$ cat config.mk
export PLATFORM = sky130hd
export DESIGN_NAME = fir_mac_ctrl
export DESIGN_NICKNAME = d
export VERILOG_FILES = /design/src/rtl/fir_pkg.sv /design/src/rtl/fir_coef_rf.sv /design/src/rtl/fir_mac_ctrl.sv
export SDC_FILE = /design/constraint.sdc
export NUM_CORES = 2
export LEC_CHECK = 0
export ABC_AREA = 1
export CORE_MARGIN = 4
export CORE_UTILIZATION = 57
export CTS_BUF_LIST = sky130_fd_sc_hd__clkbuf_4 sky130_fd_sc_hd__clkbuf_8 sky130_fd_sc_hd__clkbuf_16
export CTS_CLUSTER_DIAMETER = 120
export DETAILED_ROUTE_END_ITERATION = 12
export MAX_ROUTING_LAYER = met4
export PLACE_DENSITY_LB_ADDON = 0.3
export SKIP_CTS_REPAIR_TIMING = 1
export SLEW_MARGIN = 20
export SYNTH_ARGS = -nofsm -noshare
export SYNTH_HDL_FRONTEND = slang
export SYNTH_SLANG_ARGS = --single-unit
$ cat constraint.sdc
create_clock -name clk -period 9.4 [get_ports clk]
set_clock_uncertainty 0.2 [all_clocks]
set_input_delay 1.41 -clock clk [delete_from_list [all_inputs] [get_ports clk]]
set_output_delay 1.41 -clock clk [all_outputs]
set_load 0.01 [all_outputs]
$ cat src/rtl/fir_pkg.sv
// fir_pkg: shared definitions for the FIR MAC controller.
//   - state_t   : controller FSM states
//   - ADDR_W    : buffer / coefficient address width (64 taps max)
//   - ACC_W     : accumulator width for the default DW/CW (16+16+6)
//   - round_sat : round-half-up by 'frac' bits, then clamp to a signed 'dw'-bit range
package fir_pkg;

  localparam int DW_DEF   = 16;
  localparam int CW_DEF   = 16;
  localparam int FRAC_DEF = 15;
  localparam int ADDR_W   = 6;
  localparam int ACC_W    = DW_DEF + CW_DEF + 6;

  typedef enum logic [2:0] {
    ST_IDLE  = 3'd0,
    ST_SHIFT = 3'd1,
    ST_READ  = 3'd2,
    ST_DRAIN = 3'd3,
    ST_OUT   = 3'd4
  } state_t;

  // Works on a 64-bit sign-extended accumulator so one function serves any
  // accumulator width up to 64 bits; callers truncate the clamped result.
  function automatic logic signed [63:0] round_sat(input logic signed [63:0] acc,
                                                   input int frac,
                                                   input int dw);
    logic signed [63:0] rnd;
    logic signed [63:0] hi;
    logic signed [63:0] lo;
    rnd = (acc + (64'sd1 <<< (frac - 1))) >>> frac;
    hi  = (64'sd1 <<< (dw - 1)) - 64'sd1;
    lo  = -(64'sd1 <<< (dw - 1));
    if (rnd > hi) begin
      return hi;
    end else if (rnd < lo) begin
      return lo;
    end
    return rnd;
  endfunction

endpackage

$ cat src/rtl/fir_coef_rf.sv
// fir_coef_rf: 2^AW x CW coefficient register file.
//   clk, rstn : clock, asynchronous active-low clear of every entry
//   we, waddr, wdata : synchronous write port (caller gates 'we')
//   raddr, rdata     : combinational read port
module fir_coef_rf #(
  parameter int CW = 16,
  parameter int AW = 6
) (
  input  logic                 clk,
  input  logic                 rstn,
  input  logic                 we,
  input  logic [AW-1:0]        waddr,
  input  logic signed [CW-1:0] wdata,
  input  logic [AW-1:0]        raddr,
  output logic signed [CW-1:0] rdata
);

  localparam int DEPTH = 1 << AW;

  logic signed [CW-1:0] rd_arr [DEPTH];

  generate
    for (genvar gi = 0; gi < DEPTH; gi++) begin : g_ent
      logic signed [CW-1:0] ent_q;
      logic signed [CW-1:0] ent_d;

      always_comb begin
        ent_d = ent_q;
        if (we && (waddr == AW'(gi))) begin
          ent_d = wdata;
        end
      end

      always_ff @(posedge clk or negedge rstn) begin
        if (!rstn) begin
          ent_q <= '0;
        end else begin
          ent_q <= ent_d;
        end
      end

      assign rd_arr[gi] = ent_q;
    end
  endgenerate

  assign rdata = rd_arr[raddr];

endmodule

$ cat src/rtl/fir_mac_ctrl.sv
// fir_mac_ctrl: reader-side controller for the FIR sample shift buffer.
//   in_valid/in_ready/in_data    : one signed sample per handshake
//   out_valid/out_ready/out_data : one rounded, saturated result per sample
//   coef_we/coef_addr/coef_wdata : coefficient writes, honoured only when idle
//                                  and not accepting a sample
//   busy                         : high in every state except IDLE
//   buf_cen_n/buf_ren/buf_a/buf_d: shift-buffer command pins
//   buf_q                        : buffer data, valid the cycle after a read
module fir_mac_ctrl
  import fir_pkg::*;
#(
  parameter int NTAPS = 64,
  parameter int DW    = DW_DEF,
  parameter int CW    = CW_DEF,
  parameter int FRAC  = FRAC_DEF
) (
  input  logic                  clk,
  input  logic                  rstn,
  input  logic                  in_valid,
  output logic                  in_ready,
  input  logic [DW-1:0]         in_data,
  output logic                  out_valid,
  input  logic                  out_ready,
  output logic [DW-1:0]         out_data,
  input  logic                  coef_we,
  input  logic [ADDR_W-1:0]     coef_addr,
  input  logic [CW-1:0]         coef_wdata,
  output logic                  busy,
  output logic                  buf_cen_n,
  output logic                  buf_ren,
  output logic [ADDR_W-1:0]     buf_a,
  output logic [DW-1:0]         buf_d,
  input  logic [DW-1:0]         buf_q
);

  // Accumulator grows by log2(64 taps) bits over the full product width.
  localparam int PW       = DW + CW;
  localparam int ACC_BITS = PW + ADDR_W;
  localparam logic [ADDR_W-1:0] LAST_TAP = ADDR_W'(NTAPS - 1);

  state_t                     state_q, state_d;
  logic signed [DW-1:0]       sample_q, sample_d;
  logic signed [ACC_BITS-1:0] acc_q, acc_d;
  logic [ADDR_W-1:0]          tap_q, tap_d;
  logic [ADDR_W-1:0]          tap_dly_q, tap_dly_d;
  logic                       mac_vld_q, mac_vld_d;
  logic signed [DW-1:0]       out_data_q, out_data_d;

  logic                       coef_wr_en;
  logic signed [CW-1:0]       coef_rd;
  logic signed [PW-1:0]       prod;
  logic signed [ACC_BITS-1:0] mac_term;
  logic signed [ACC_BITS-1:0] acc_sum;

  // Coefficient is looked up by the delayed tap so it lines up with buf_q,
  // which the buffer returns one cycle after the read command.
  fir_coef_rf #(
    .CW (CW),
    .AW (ADDR_W)
  ) u_coef_rf (
    .clk   (clk),
    .rstn  (rstn),
    .we    (coef_wr_en),
    .waddr (coef_addr),
    .wdata ($signed(coef_wdata)),
    .raddr (tap_dly_q),
    .rdata (coef_rd)
  );

  assign prod     = $signed(buf_q) * coef_rd;
  assign mac_term = mac_vld_q ? ACC_BITS'(prod) : '0;
  assign acc_sum  = acc_q + mac_term;

  always_comb begin
    state_d    = state_q;
    sample_d   = sample_q;
    acc_d      = acc_q;
    tap_d      = tap_q;
    out_data_d = out_data_q;
    coef_wr_en = 1'b0;
    // A read issued this cycle produces a MAC next cycle.
    mac_vld_d  = (state_q == ST_READ);
    tap_dly_d  = tap_q;

    case (state_q)
      ST_IDLE: begin
        if (in_valid) begin
          sample_d = $signed(in_data);
          state_d  = ST_SHIFT;
        end else begin
          coef_wr_en = coef_we;
        end
      end
      ST_SHIFT: begin
        acc_d   = '0;
        tap_d   = '0;
        state_d = ST_READ;
      end
      ST_READ: begin
        acc_d = acc_sum;
        tap_d = tap_q + 1'b1;
        if (tap_q == LAST_TAP) begin
          state_d = ST_DRAIN;
        end
      end
      ST_DRAIN: begin
        // Final MAC folds straight into the rounded output.
        acc_d      = acc_sum;
        out_data_d = DW'(round_sat(64'(acc_sum), FRAC, DW));
        state_d    = ST_OUT;
      end
      ST_OUT: begin
        if (out_ready) begin
          state_d = ST_IDLE;
        end
      end
      default: state_d = ST_IDLE;
    endcase
  end

  always_ff @(posedge clk or negedge rstn) begin
    if (!rstn) begin
      state_q    <= ST_IDLE;
      sample_q   <= '0;
      acc_q      <= '0;
      tap_q      <= '0;
      tap_dly_q  <= '0;
      mac_vld_q  <= 1'b0;
      out_data_q <= '0;
    end else begin
      state_q    <= state_d;
      sample_q   <= sample_d;
      acc_q      <= acc_d;
      tap_q      <= tap_d;
      tap_dly_q  <= tap_dly_d;
      mac_vld_q  <= mac_vld_d;
      out_data_q <= out_data_d;
    end
  end

  assign in_ready  = (state_q == ST_IDLE);
  assign busy      = (state_q != ST_IDLE);
  assign out_valid = (state_q == ST_OUT);
  assign out_data  = out_data_q;

  assign buf_cen_n = !((state_q == ST_SHIFT) || (state_q == ST_READ));
  assign buf_ren   = (state_q == ST_SHIFT);
  assign buf_a     = (state_q == ST_READ) ? tap_q : '0;
  assign buf_d     = (state_q == ST_SHIFT) ? sample_q : '0;

endmodule

==> metrics <==
status finished with violations; failing checks setup timing; area of the core 109000 sq um; via count 59900; routed length per placed instance 21.9 um; cell with the most instances after synthesis o21ai_0; number of buffers inserted during clock tree synthesis 112; Post-synth EDFFs 0; Layout fillers 7987; count of warnings emitted by yosys 0; vias in the first global route 56100; area delta synth->final 25.1%; post-detail-place hpwl 136 mm; initial antenna violation count 3; DRT met1 WL 85.4 mm; number of instances in the placed design 9491; Final #Nets 8753; maximum root-to-sink buffer count 3; actual transition at the worst max-transition pin 1.28 ns; CTS tree built; H-tree Lvls 3; Max FO, Critical Path 7; required time of the critical path 9.82 ns; detailed-router iteration count before antenna repair 7; number of max-cap violations 0; kind of cell adding the most delay to the critical path adder cells; fraction of synthesis flops using an asynchronous set or reset pin 1.00; ports placed on the boundary 102; final core utilization 0.717; Die Span X 339 um; Relative slew margins 0.148; Mapped Area 62300 sq um; routed length on met2 93.7 mm; DR DRC count 0; Commonest cells post-synth o21ai_0 (1713), nand2_1 (1690), dfrtp_1 (1110); wire length of the first global-routing pass 317 mm; minimum clock period after layout 10.45 ns; cell count after synthesis 7802; critical-path cell with the highest stage delay fa_1; Via density 6.09; clock latency on the worst-skew pair 0.78 ns; GRT Resource Usage Total 0.358; crit share post-route 1.11; clock root cell clkbuf_16; Synth Register Bits 1110; critical path class flip-flop to flip-flop; number of port buffers 101; cell row count 121; Worst path max stage delay 0.55 ns; Finish-stage setup viols 21; kind of capture point of the worst setup path flip-flop; highest routing layer actually used met4; Initial Utilization 0.573; number of pins exceeding their max-slew limit in the final report 0; most common cell type on the critical path nand2_1; largest net degree at the start of global routing 180; routed length on met3 26.4 mm; Netlist cell types 40; post-layout worst setup margin -1.05 ns; Final Routed Wirelength 215 mm; main area contributors after synthesis dfrtp_1 (45%), o21ai_0 (14%), nand2_1 (10%); # clock sinks 1110; setup repair after global routing missed its margin yes; vertical extent of the die 339 um; area share of the largest cell type after synthesis 0.446; average footprint of a synthesized cell 7.98 sq um; Congestion Overflow GR 0; non-filler cells, final 9825; Worst setup SP type flip-flop; violation count after the first detailed-routing iteration 8316; Hold Crit Class flip-flop to flip-flop; weighted congestion at the end of routability-driven global placement 0.976; flip-flop cell with the highest count after synthesis dfrtp_1; register area share after synthesis 0.446; data arrival time of the critical path 10.88 ns; number of buffer and inverter instances along the worst setup path 20; maximum clock rate 0.0957 GHz; Yosys top cell by area dfrtp_1; number of nets with antenna violations after detailed routing 0; Mapped Nets 8245; final hold viol count 0; die area 115000 sq um; register clock-pin slew on the reported worst setup and hold paths 0.07 ns; fraction of final layout cells sized beyond drive strength 1 0.200
-- cells in the final DEF (no fill, tap or decap), types with 82 or more instances in the layout --
cell | netlist | final
o21ai_1 | 0 | 109
fa_1 | 263 | 247
inv_1 | 588 | 543
buf_4 | 0 | 701
ha_1 | 121 | 89
clkbuf_16 | 0 | 140
nor2_1 | 990 | 853
o21ai_0 | 1713 | 1542
o22ai_1 | 275 | 221
dfrtp_1 | 1110 | 1105
clkdlybuf4s50_1 | 0 | 100
nand2_1 | 1690 | 1587
nand2_2 | 3 | 82
nor2_2 | 10 | 105
-- logic make-up (layout without fill, tap and decap cells) --
logic type | Yosys count | count (layout) | share of synthesized area
AO/OA/AOI/OAI | 2171 | 2171 | 0.185
XOR/XNOR | 45 | 45 | 0.00645
adder cells (fa/ha/maj) | 384 | 384 | 0.109
buffers and inverters | 1197 | 1801 | 0.0726
flip-flops | 1110 | 1110 | 0.446
other | 0 | 4 | 0
AND/OR/NAND/NOR | 2895 | 2896 | 0.181
-- final cells by class --
| cell class | count | area, sq um | share of cell area |
|---|---|---|---|
| repair inverters | 3 | 66.3 | 0.000851 |
| repair buffers | 961 | 9200 | 0.118 |
| clock buffers | 153 | 3280 | 0.0421 |
| clock inverters | 58 | 774 | 0.00994 |
| well taps | 1414 | 1770 | 0.0227 |
| diodes | 4 | 10.0 | 0.000128 |
| flip-flops and latches | 1110 | 27800 | 0.357 |
| inverters | 626 | 2430 | 0.0312 |
| multi-input cells | 5496 | 32600 | 0.418 |
-- metal layers --
layer,vias to the layer above,global-route usage
met5,-,-
met4,0,0.137
met3,663,0.0784
met2,3668,0.515
met1,29000,0.501
li1,26500,-
-- per-stage QoR --
step           TNS [ns]  hold WS, ns  cell area, sq um  setup slack (ns)
6_report         -16.47        0.208             77900             -1.05
5_1_grt          -27.56        0.208             77900             -1.44
4_1_cts          -30.70        0.194             73200             -1.54
3_5_place_dp     -27.11        0.181             69100             -1.46
3_3_place_gp     -22.12        0.176             69100             -1.28
2_1_floorplan         0        0.154             62300           0.00120
-- state kept, by name, indices dropped and copies added, names as in the netlist --
register / cells
acc_q: 38
mac_vld_q: 1
out_data: 16
sample_q: 16
state_q: 3
tap_dly_d: 6
tap_dly_q: 6
u_coef_rf.g_ent.ent_q: 1024
-- worst register-to-register path, delay by kind of cell, from the launching register on --
kind,cells,cell delay (ns)
simple gates,22,2.33
flops,1,0.54
compound gates,7,1.44
buf+inv,20,2.26
fa+ha+maj,8,3.61
-- path summary, 6_finish.rpt --
check	to	from	cells after the start	slack [ns]
max reg2reg	out_data[5]	tap_dly_q[0]	57	-1.05
min reg2reg	tap_dly_q[5]	tap_dly_d[5]	0	0.21
max in group asynchronous	u_coef_rf.g_ent[0].ent_q[11]	rstn	3	6.38
min in group asynchronous	tap_dly_d[3]	rstn	1	0.48
max	out_data[5]	tap_dly_q[0]	57	-1.05
min	tap_dly_q[5]	tap_dly_d[5]	0	0.21
Power is left out: the tool's default activity adds up to more than one toggle a clock period on the data nets, which glitch-free logic cannot reach.
